===== src/rtl/mem_arbiter.sv =====
// -----------------------------------------------------------------------------
// mem_arbiter
//
// Round-robin arbiter that lets NUM_CH requesters share one single-port memory.
// Requests are sampled on one edge. The winner's access is presented to the
// memory from registers in the following cycle. Read returns are steered back
// to the issuing channel after the memory's fixed read latency.
//
// Parameters
//   NUM_CH  number of requester channels (1..8)
//   ADDR_W  address width
//   DATA_W  data width
//   RD_LAT  cycles from mem_en to valid mem_dout (1..4)
//
// Ports
//   clk, resetn          clock, asynchronous active-low reset
//   req/we               per-channel request and write enable
//   addr/wdata           per-channel address and write data, channel i packed
//                        at [i*W +: W]
//   gnt                  one-hot, one-cycle grant pulse
//   rvalid/rdata         one-hot read-return pulse and shared read data
//   mem_en/mem_we        memory strobe and write enable
//   mem_addr/mem_din     memory address and write data
//   mem_dout             memory read data, valid RD_LAT cycles after mem_en
// -----------------------------------------------------------------------------
module mem_arbiter #(
  parameter int NUM_CH = 2,
  parameter int ADDR_W = 16,
  parameter int DATA_W = 8,
  parameter int RD_LAT = 1
) (
  input  logic                     clk,
  input  logic                     resetn,
  input  logic [NUM_CH-1:0]        req,
  input  logic [NUM_CH-1:0]        we,
  input  logic [NUM_CH*ADDR_W-1:0] addr,
  input  logic [NUM_CH*DATA_W-1:0] wdata,
  output logic [NUM_CH-1:0]        gnt,
  output logic [NUM_CH-1:0]        rvalid,
  output logic [DATA_W-1:0]        rdata,
  output logic                     mem_en,
  output logic                     mem_we,
  output logic [ADDR_W-1:0]        mem_addr,
  output logic [DATA_W-1:0]        mem_din,
  input  logic [DATA_W-1:0]        mem_dout
);

  localparam int ID_W = (NUM_CH > 1) ? $clog2(NUM_CH) : 1;

  logic [NUM_CH-1:0] gnt_q, gnt_d;
  logic [ID_W-1:0]   ptr_q, ptr_d;
  logic              mem_en_q, mem_en_d;
  logic              mem_we_q, mem_we_d;
  logic [ADDR_W-1:0] mem_addr_q, mem_addr_d;
  logic [DATA_W-1:0] mem_din_q, mem_din_d;
  logic [ID_W-1:0]   id_q, id_d;
  logic [RD_LAT-1:0] pv_q;
  logic [ID_W-1:0]   pid_q [RD_LAT];
  logic [NUM_CH-1:0] rvalid_q, rvalid_d;
  logic [DATA_W-1:0] rdata_q, rdata_d;

  logic [NUM_CH-1:0] elig;
  logic              found;
  logic [ID_W-1:0]   win;
  logic [ID_W-1:0]   idx;

  // Arbitration: a channel granted this cycle is masked so its still-held
  // request cannot be granted twice.
  always_comb begin
    elig  = req & ~gnt_q;
    found = 1'b0;
    win   = '0;
    idx   = '0;
    for (int k = 0; k < NUM_CH; k++) begin
      idx = ID_W'((int'(ptr_q) + k) % NUM_CH);
      if (!found && elig[idx]) begin
        found = 1'b1;
        win   = idx;
      end
    end
  end

  always_comb begin
    gnt_d      = '0;
    ptr_d      = ptr_q;
    mem_en_d   = found;
    mem_we_d   = mem_we_q;
    mem_addr_d = mem_addr_q;
    mem_din_d  = mem_din_q;
    id_d       = id_q;
    if (found) begin
      gnt_d[win] = 1'b1;
      ptr_d      = (int'(win) == NUM_CH - 1) ? '0 : win + 1'b1;
      mem_we_d   = we[win];
      mem_addr_d = addr[int'(win)*ADDR_W +: ADDR_W];
      mem_din_d  = wdata[int'(win)*DATA_W +: DATA_W];
      id_d       = win;
    end
  end

  // Read return: the tail of the latency pipeline lines up with valid
  // mem_dout, so data is captured there and presented one cycle later.
  always_comb begin
    rvalid_d = '0;
    rdata_d  = rdata_q;
    if (pv_q[RD_LAT-1]) begin
      rvalid_d = NUM_CH'(1) << pid_q[RD_LAT-1];
      rdata_d  = mem_dout;
    end
  end

  always_ff @(posedge clk or negedge resetn) begin
    if (!resetn) begin
      gnt_q      <= '0;
      ptr_q      <= '0;
      mem_en_q   <= 1'b0;
      mem_we_q   <= 1'b0;
      mem_addr_q <= '0;
      mem_din_q  <= '0;
      id_q       <= '0;
      pv_q       <= '0;
      for (int k = 0; k < RD_LAT; k++) pid_q[k] <= '0;
      rvalid_q   <= '0;
      rdata_q    <= '0;
    end else begin
      gnt_q      <= gnt_d;
      ptr_q      <= ptr_d;
      mem_en_q   <= mem_en_d;
      mem_we_q   <= mem_we_d;
      mem_addr_q <= mem_addr_d;
      mem_din_q  <= mem_din_d;
      id_q       <= id_d;
      // Entry pushed while the access is on the memory bus; writes push invalid.
      pv_q[0]    <= mem_en_q & ~mem_we_q;
      pid_q[0]   <= id_q;
      for (int k = 1; k < RD_LAT; k++) begin
        pv_q[k]  <= pv_q[k-1];
        pid_q[k] <= pid_q[k-1];
      end
      rvalid_q   <= rvalid_d;
      rdata_q    <= rdata_d;
    end
  end

  assign gnt      = gnt_q;
  assign mem_en   = mem_en_q;
  assign mem_we   = mem_we_q;
  assign mem_addr = mem_addr_q;
  assign mem_din  = mem_din_q;
  assign rvalid   = rvalid_q;
  assign rdata    = rdata_q;

endmodule


===== config.mk =====
export PLATFORM = sky130hd
export DESIGN_NAME = mem_arbiter
export DESIGN_NICKNAME = d
export VERILOG_FILES = /design/src/rtl/mem_arbiter.sv
export SDC_FILE = /design/constraint.sdc
export NUM_CORES = 1
export LEC_CHECK = 0
export CELL_PAD_IN_SITES_DETAIL_PLACEMENT = 0
export CELL_PAD_IN_SITES_GLOBAL_PLACEMENT = 2
export CORE_MARGIN = 2
export CORE_UTILIZATION = 21
export DETAILED_ROUTE_END_ITERATION = 10
export PLACE_DENSITY = 0.85
export SLEW_MARGIN = 20
export SYNTH_ARGS = -nofsm -noshare
export SYNTH_HDL_FRONTEND = slang
export SYNTH_SLANG_ARGS = --single-unit

===== constraint.sdc =====
create_clock -name clk -period 1.3 [get_ports clk]
set_clock_uncertainty 0.05 [all_clocks]
set_input_delay 0.195 -clock clk [delete_from_list [all_inputs] [get_ports clk]]
set_output_delay 0.195 -clock clk [all_outputs]
set_load 0.02 [all_outputs]

## After elaboration in Yosys (flattened, before gate mapping)

Index checks and enable logic that the tools add are counted.

- Register bits: 42
- Bits of input ports: 62
- Output and inout port bits: 38
- Logic and storage cells: 42

- Add/sub/neg operators: 2
- Order comparisons: 4
- Shift-type cells: 3
- Muxes and demuxes: 15
- Bitwise operators: 4
- Reductions and logical operators: 3

Operators with widths:

| operator | count |
|---|---|
| $shiftx 32x6->16 | 1 |
| $shiftx 16x5->8 | 1 |
| $mux 1 | 12 |
| $lt 1x2->1 const B | 3 |
| $mux 2 | 2 |
| $add 1x1->1 const B | 2 |
| $and 2x2->2 | 1 |
| $logic_and 1x1->1 | 2 |
| $not 2->2 | 1 |
| $shl 1x1->2 const A | 1 |
| $and 1x1->1 | 1 |
| $demux 1 s1 | 1 |
| $ge 1x1->1 const B | 1 |
| $logic_not 1->1 | 1 |
| $not 1->1 | 1 |

## Longest topological paths before layout

Gate-level depths: netlist of the first run.

- Depth after elaboration: 13
- Depth in mapped cells: 5
- Mapped depth without buffers: 3

## Least setup slack after synthesis of the first run

OpenSTA, ideal clock, no wires.

- Path type: reg-to-reg
- Start point: register gnt_q[0] (netlist: gnt[0])
- End point: register mem_din_q[5] (netlist: mem_din[5])
- Setup time: 0.126 ns
- Arrival time: 1.319 ns
- Required time: 1.124 ns
- Setup slack: -0.195 ns
- Cell stages (with the launch flop): 6
- Buffers on the path: 2
- Period minus slack after synthesis: 1.495 ns
- Cell sequence: dfrtp_1 -> nand2b_4 -> o21a_1 -> buf_6 -> buf_6 -> a221o_1

- Word-level cells in the longest chain between the ends: 9
- Elaborated cells between the ends (all ways): 13
- Those cells by class: shift (1); mux (8); bitwise (2); reduce/logical (2)

Ends and longest elaborated chain:

| item | line | RTL |
|---|---|---|
| start, declared | 50 | `logic [NUM_CH-1:0] gnt_q, gnt_d;` |
| start signal, assigned | 126 | `gnt_q <= gnt_d;` |
| $not 2->2 (*) | 70 | `elig = req & ~gnt_q;` |
| $and 2x2->2 (*) | 70 |  |
| $mux 1 (not written as such) (2 in series) | 76 | `if (!found && elig[idx]) begin` |
| $mux 1 | 76 |  |
| $logic_not 1->1 | 76 |  |
| $logic_and 1x1->1 | 76 |  |
| $mux 1 | 76 |  |
| $shiftx 16x5->8 | 96 | `mem_din_d = wdata[int'(win)*DATA_W +: DATA_W];` |
| end signal, assigned | 131 | `mem_din_q <= mem_din_d;` |
| end, declared | 55 | `logic [DATA_W-1:0] mem_din_q, mem_din_d;` |

Every way passes the cells marked *; elsewhere a longest branch is shown, timed or not. The select of a mux whose other input is x is not followed.
A chain may end at the register's enable or synchronous reset.

## Final worst setup path of the first run

- Start point: register gnt_q[0] (netlist: gnt[0])
- End point: register mem_addr_q[10] (netlist: mem_addr[10])

- Word-level cells in the longest chain between the ends: 9
- Elaborated cells between the ends (all ways): 13
- Those cells by class: shift (1); mux (8); bitwise (2); reduce/logical (2)

Ends and longest elaborated chain:

| item | line | RTL |
|---|---|---|
| $not 2->2 (*) | 70 |  |
| $and 2x2->2 (*) | 70 |  |
| $mux 1 (not written as such) (2 in series) | 76 |  |
| $mux 1 | 76 |  |
| $logic_not 1->1 | 76 |  |
| $logic_and 1x1->1 | 76 |  |
| $mux 1 | 76 |  |
| $shiftx 32x6->16 | 95 | `mem_addr_d = addr[int'(win)*ADDR_W +: ADDR_W];` |
| end signal, assigned | 130 | `mem_addr_q <= mem_addr_d;` |
| end, declared | 54 | `logic [ADDR_W-1:0] mem_addr_q, mem_addr_d;` |

Marked as above.

==> run metrics, run 1 <==
root buffer cell=clkbuf_8; failing checks=setup timing; CTS max path bufs=2; IO buf count=99; Routed Antenna Nets=0; most frequent cells in the layout=60 x clkdlybuf4s50_1, 40 x dfrtp_1, 35 x dlygate4sd2_1; Seq cells post-synth=42; CTS tree=yes; die area=9280 sq um; DP Wirelength=3810 um; Boundary Pins=100; dpl cell area=2950 sq um; Syn Area/Cell=14.4 sq um; # rows=33; final non-filler cell area=3110 sq um; synth warn=0; Initial Util=21.7%; DRC viols=0; largest net degree at the start of global routing=43; commonest non-fill, non-tap cell in the layout=clkdlybuf4s50_1; Ant. Diodes=0; WP data arrival=1.54 ns; final core occ=37.7%; via count=1,481; leakage=0.00134 uW; library cells used by synthesis=20; Worst Setup Slack, final=-0.117 ns; H-tree depth=2; Peak VDD IR=476 uV; initial antenna violation count=0; first-pass GRT wire length=7540 um; Vias per Instance=4.33; critical path type=flop to flop; clock insertion delay at the later pin of the skew report=0.29 ns; total track usage=10.5%; Congestion Overflow GR=0; clock-pin slew on the worst setup and hold paths=0.08 ns; # fillers=829; drt total wl=4990 um; die width=96.3 um; CTS Sinks=42; Setup crit end kind=flop; worst slack at placement=-0.392 ns; syn nets=186; Slew Viols, Final=0; nets=298; status=finished, violations left; pwr dens=1400 nW/um^2; RSZ-0062 raised after global routing=true; Post-Synthesis Cells=124; final hold vios=0; maximum clock rate=706 MHz; Die H=96.3 um; Max FO, Critical Path=7; Max-Cap Viols=0; number of DRC markers in iteration 0=26; cell area after synthesis=1790 sq um; Seq/Total Area, Yosys=58.7%; CP startpoint kind=flop; Final Cycle Share=109%; clock buffer count from CTS=5; number of global-route vias before repair=1,616; area delta synth->final=73.7%; setup violators final=26; wire length per cell=14.6 um; Least-Margin Pin Slew=0.396 ns; Slew HR=73.6%; FF-to-FF setup slack=-0.12 ns; Pwr Total=4370 uW; minimum clock period=1.42 ns; floorplan core area=8260 sq um; number of detailed-route iterations in the first pass=4; required time of the critical path=1.43 ns; ratio of cells with drive above 1 in the final layout=20.3%; Hold WC Path Type=flop to flop; RD Place Congestion=0.715
==> where the power goes <==
part	leakage, uW	total [uW]	switching, uW	internal (uW)
registers	0.000508	1740	149	1590
logic	0.000778	1580	746	835
clock network	0.0000585	1050	475	576
==> flip-flops by register name (all words and copies together) (netlist names) <==
register and cells:
gnt 2, id_q 1, mem_addr 16, mem_din 8, mem_en 1, mem_we 1
pid_q 1, ptr_q 1, pv_q 1, rdata 8, rvalid 2
==> layout make-up <==
type / instances / area [sq um] / share of cell area, %
clock inverter: 3 / 43.8 / 1.41
tap: 105 / 131 / 4.22
sequential: 42 / 1050 / 33.9
inverter: 1 / 3.75 / 0.121
timing repair buffer: 117 / 1160 / 37.4
clock buffer: 5 / 68.8 / 2.21
multi-input combinational: 69 / 644 / 20.7
==> cell usage after synthesis (all sizes together) <==
cell | count | share of area, %
nand2b | 1 | 0.77
dfrtp | 42 | 59
clkbuf | 1 | 0.21
a221o | 25 | 14
and2b | 1 | 0.49
inv | 1 | 0.21
buf | 11 | 5.3
nor2b | 3 | 1.5
and2 | 1 | 0.35
a21oi | 1 | 0.91
mux2 | 8 | 5.0
a21o | 1 | 0.49
o21a | 1 | 0.42
nor2 | 1 | 0.21
nor3b | 25 | 10
mux2i | 1 | 0.56
==> routing by layer <==
metal	GRT usage, %	wire [um]
met1	11.5	1940
met2	19.4	2520
met3	4.15	522
met4	1.76	0
met5	0	0
==> repair_timing <==
item | in CTS | in global routing
endpoints found under the setup margin | 63 | 29
endpoints found under the hold margin | 42 | 0
gates resized for setup | 45 | 5
setup buffers | 2 | 0
hold buffers | 1 | 0
pin swaps | 5 | 25
cloned | 0 | 1
==> stage by stage <==
| step | std cells | setup TNS (ns) | hold slack, ns |
|---|---|---|---|
| floorplan | 124 | -3.98 | -0.151 |
| global placement | 330 | -8.94 | 0.136 |
| detailed placement | 330 | -9.81 | 0.138 |
| CTS | 341 | -2.04 | 0.348 |
| global route | 342 | -3.24 | 0.370 |
| finish | 342 | -2.18 | 0.343 |
==> worst paths after layout <==
| kind | from | endpoint | cells after the start |
|---|---|---|---|
| min | id_q | pid_q | 0 |
| min reg2reg | id_q | pid_q | 0 |
| max reg2reg | gnt[0] | mem_addr[10] | 4 |
| min in group asynchronous | resetn | rdata[3] | 3 |
| max | gnt[0] | mem_addr[10] | 4 |
| max in group asynchronous | resetn | gnt[1] | 3 |
==> worst max-delay path, stage by stage (launching register included) <==
cell and delay (ns):
dfrtp_2 0.42, nand2b_4 0.15, o21a_4 0.21, buf_6 0.13, a221o_2 0.35
==> cells by family (layout without fill, tap and decap cells) <==
kind of cell	count (synthesis)	after routing	share of synthesized area, %
buffers and inverters	13	126	5.73
and+or+nand+nor	32	32	13.8
muxes	9	9	5.59
AOI/OAI and AO/OA	28	28	16.2
DFF	42	42	58.7
(Power assumes the default switching activity.)
==> run 2: changes to the inputs <==
--- a/config.mk
+++ b/config.mk
@@ -5,11 +5,13 @@
 export SDC_FILE = /design/constraint.sdc
 export NUM_CORES = 1
 export LEC_CHECK = 0
+export ABC_CLOCK_PERIOD_IN_PS = 1300
 export CELL_PAD_IN_SITES_DETAIL_PLACEMENT = 0
 export CELL_PAD_IN_SITES_GLOBAL_PLACEMENT = 2
 export CORE_MARGIN = 2
 export CORE_UTILIZATION = 21
 export DETAILED_ROUTE_END_ITERATION = 10
+export GPL_TIMING_DRIVEN = 0
 export PLACE_DENSITY = 0.85
 export SLEW_MARGIN = 20
 export SYNTH_ARGS = -nofsm -noshare
==> run metrics, run 2 (synthesized netlist as in run 1, its figures left out) <==
status=finished, violations left; failing checks=setup timing; root buffer cell=clkbuf_8; number of detailed-route iterations in the first pass=4; Ant. Diodes=0; initial antenna violation count=0; Final Cycle Share=114%; WP data arrival=1.61 ns; Setup crit end kind=flop; pwr dens=1410 nW/um^2; Worst Setup Slack, final=-0.188 ns; setup violators final=26; ratio of cells with drive above 1 in the final layout=19.2%; hold path depth=0; Initial Util=21.7%; dpl cell area=2940 sq um; IO buf count=99; Least-Margin Pin Slew=0.540 ns; CP cell instances=nand2b_4, o21a_1, buf_6, buf_8, a221o_1; max reg flops=16; clock insertion delay at the later pin of the skew report=0.29 ns; final core occ=37.0%; FF-to-FF path depth=5; CTS max path bufs=2; Max FO, Critical Path=10; maximum clock rate=672 MHz; critical path's largest stage delay=0.41 ns; most frequent cells in the layout=60 x clkdlybuf4s50_1, 40 x dfrtp_1, 32 x dlygate4sd2_1; Boundary Pins=100; minimum clock period=1.49 ns; RD Place Congestion=0.609; required time of the critical path=1.42 ns; die area=9280 sq um; FF-to-FF setup slack=-0.19 ns; critical path type=flop to flop; DP Wirelength=3730 um; Vias per Instance=4.40; CP top delay family=compound AO/OA/AOI/OAI gates; Die H=96.3 um; first-pass GRT wire length=7590 um; RSZ-0062 raised after global routing=true; H-tree depth=2; clock buffer count from CTS=5; Slew HR=64.0%; # rows=33; leakage=0.00131 uW; CTS Sinks=42; area delta synth->final=70.8%; DRC viols=0; Max-Cap Viols=0; reg-to-reg endpoint=mem_addr[1]; nets=295; CP startpoint kind=flop; total track usage=10.8%; via count=1,491; final non-filler cell area=3060 sq um; Congestion Overflow GR=0; Routed Antenna Nets=0; Reg2Reg Launch Point=gnt[0]; Hold Path Sink=pid_q; wire length per cell=14.6 um; number of DRC markers in iteration 0=56; clock-pin slew on the worst setup and hold paths=0.09 ns; CP bufs+invs=2; final hold vios=0; HP Start=id_q; Max stage delay cell, worst path=dfrtp_2; Peak VDD IR=437 uV; drt total wl=4960 um; CTS tree=yes; floorplan core area=8260 sq um; largest net degree at the start of global routing=23; commonest non-fill, non-tap cell in the layout=clkdlybuf4s50_1; Slew Viols, Final=0; die width=96.3 um; Hold WC Path Type=flop to flop; number of global-route vias before repair=1,558
[run 2: cell types whose count changed in the layout (fill, tap and decap cells not counted), sizes merged]
cell | previous run | this run
clkinvlp | 0 | 2
clkdlybuf4s15 | 3 | 5
buf | 17 | 14
dlygate4sd2 | 35 | 32
clkinv | 1 | 0
inv | 2 | 1
clkbuf | 6 | 7
[run 2: power by group]
part	leakage (uW)	switching (uW)	internal, uW	total, uW
Sequential	0.000508	153	1590	1740
Combinational	0.000749	735	795	1530
Clock	0.0000504	473	571	1040
Total	0.00131	1360	2950	4310
[run 2: per-layer routing]
metal  track usage (%)  vias to the layer above  wire length [um]
li1                  -                      697                 -
met1              12.8                      718              2010
met2              18.9                       71              2420
met3              3.84                        5               485
met4              2.11                        0                41
met5                 0                        -                 0
[run 2: what timing repair did]
| item | 4_1_cts | 5_1_grt |
|---|---|---|
| hold endpoints to repair | 20 | 0 |
| gates resized for setup | 43 | 9 |
| setup buffers | 1 | 1 |
| hold buffers | 1 | 0 |
| setup endpoints to repair | 72 | 32 |
[run 2: metrics by stage]
step	hold WS, ns	cells	power (uW)	setup WS (ns)	setup TNS (ns)
finish	0.333	339	4310	-0.188	-4.01
floorplan	-0.151	124	2600	-0.175	-3.98
detailed placement	0.157	329	3490	-0.454	-11.60
global placement	0.316	328	3450	-1.29	-59.15
CTS	0.338	338	4400	-0.200	-4.15
global route	0.351	339	4600	-0.240	-5.09
[run 2: how the worst max path moves through the flow]
stage                     cells past startpoint    from          end
after detailed placement                      6  req[1]  mem_addr[1]
after floorplan                               5  gnt[0]   mem_din[5]
final                                         5  gnt[0]  mem_addr[1]
after global placement                        1  resetn       gnt[1]
after CTS                                     5  gnt[0]  mem_addr[1]
after global routing                          5  gnt[0]   mem_din[5]
[run 2: cell type report]
cell class / count / area (sq um)
timing repair buffer: 103 / 993
buffer: 11 / 125
clock inverter: 3 / 45.0
clock buffer: 5 / 68.8
sequential: 42 / 1050
tap: 105 / 131
fill: 830 / 5200
inverter: 1 / 3.75
multi-input combinational: 69 / 637
[run 2: worst reg2reg max path: cells and delay by family (launching register included)]
family | cells | cell delay [ns]
AO/OA/AOI/OAI | 2 | 0.48
flip-flops | 1 | 0.41
buffers and inverters | 2 | 0.28
AND/OR/NAND/NOR | 1 | 0.16
==> run 3: changes to the inputs <==
--- a/config.mk
+++ b/config.mk
@@ -11,7 +11,6 @@
 export CORE_MARGIN = 2
 export CORE_UTILIZATION = 21
 export DETAILED_ROUTE_END_ITERATION = 10
-export GPL_TIMING_DRIVEN = 0
 export PLACE_DENSITY = 0.85
 export SLEW_MARGIN = 20
 export SYNTH_ARGS = -nofsm -noshare
==> results of run 3 <==
Final layout, timing and power as in run 1 (identical DEF).
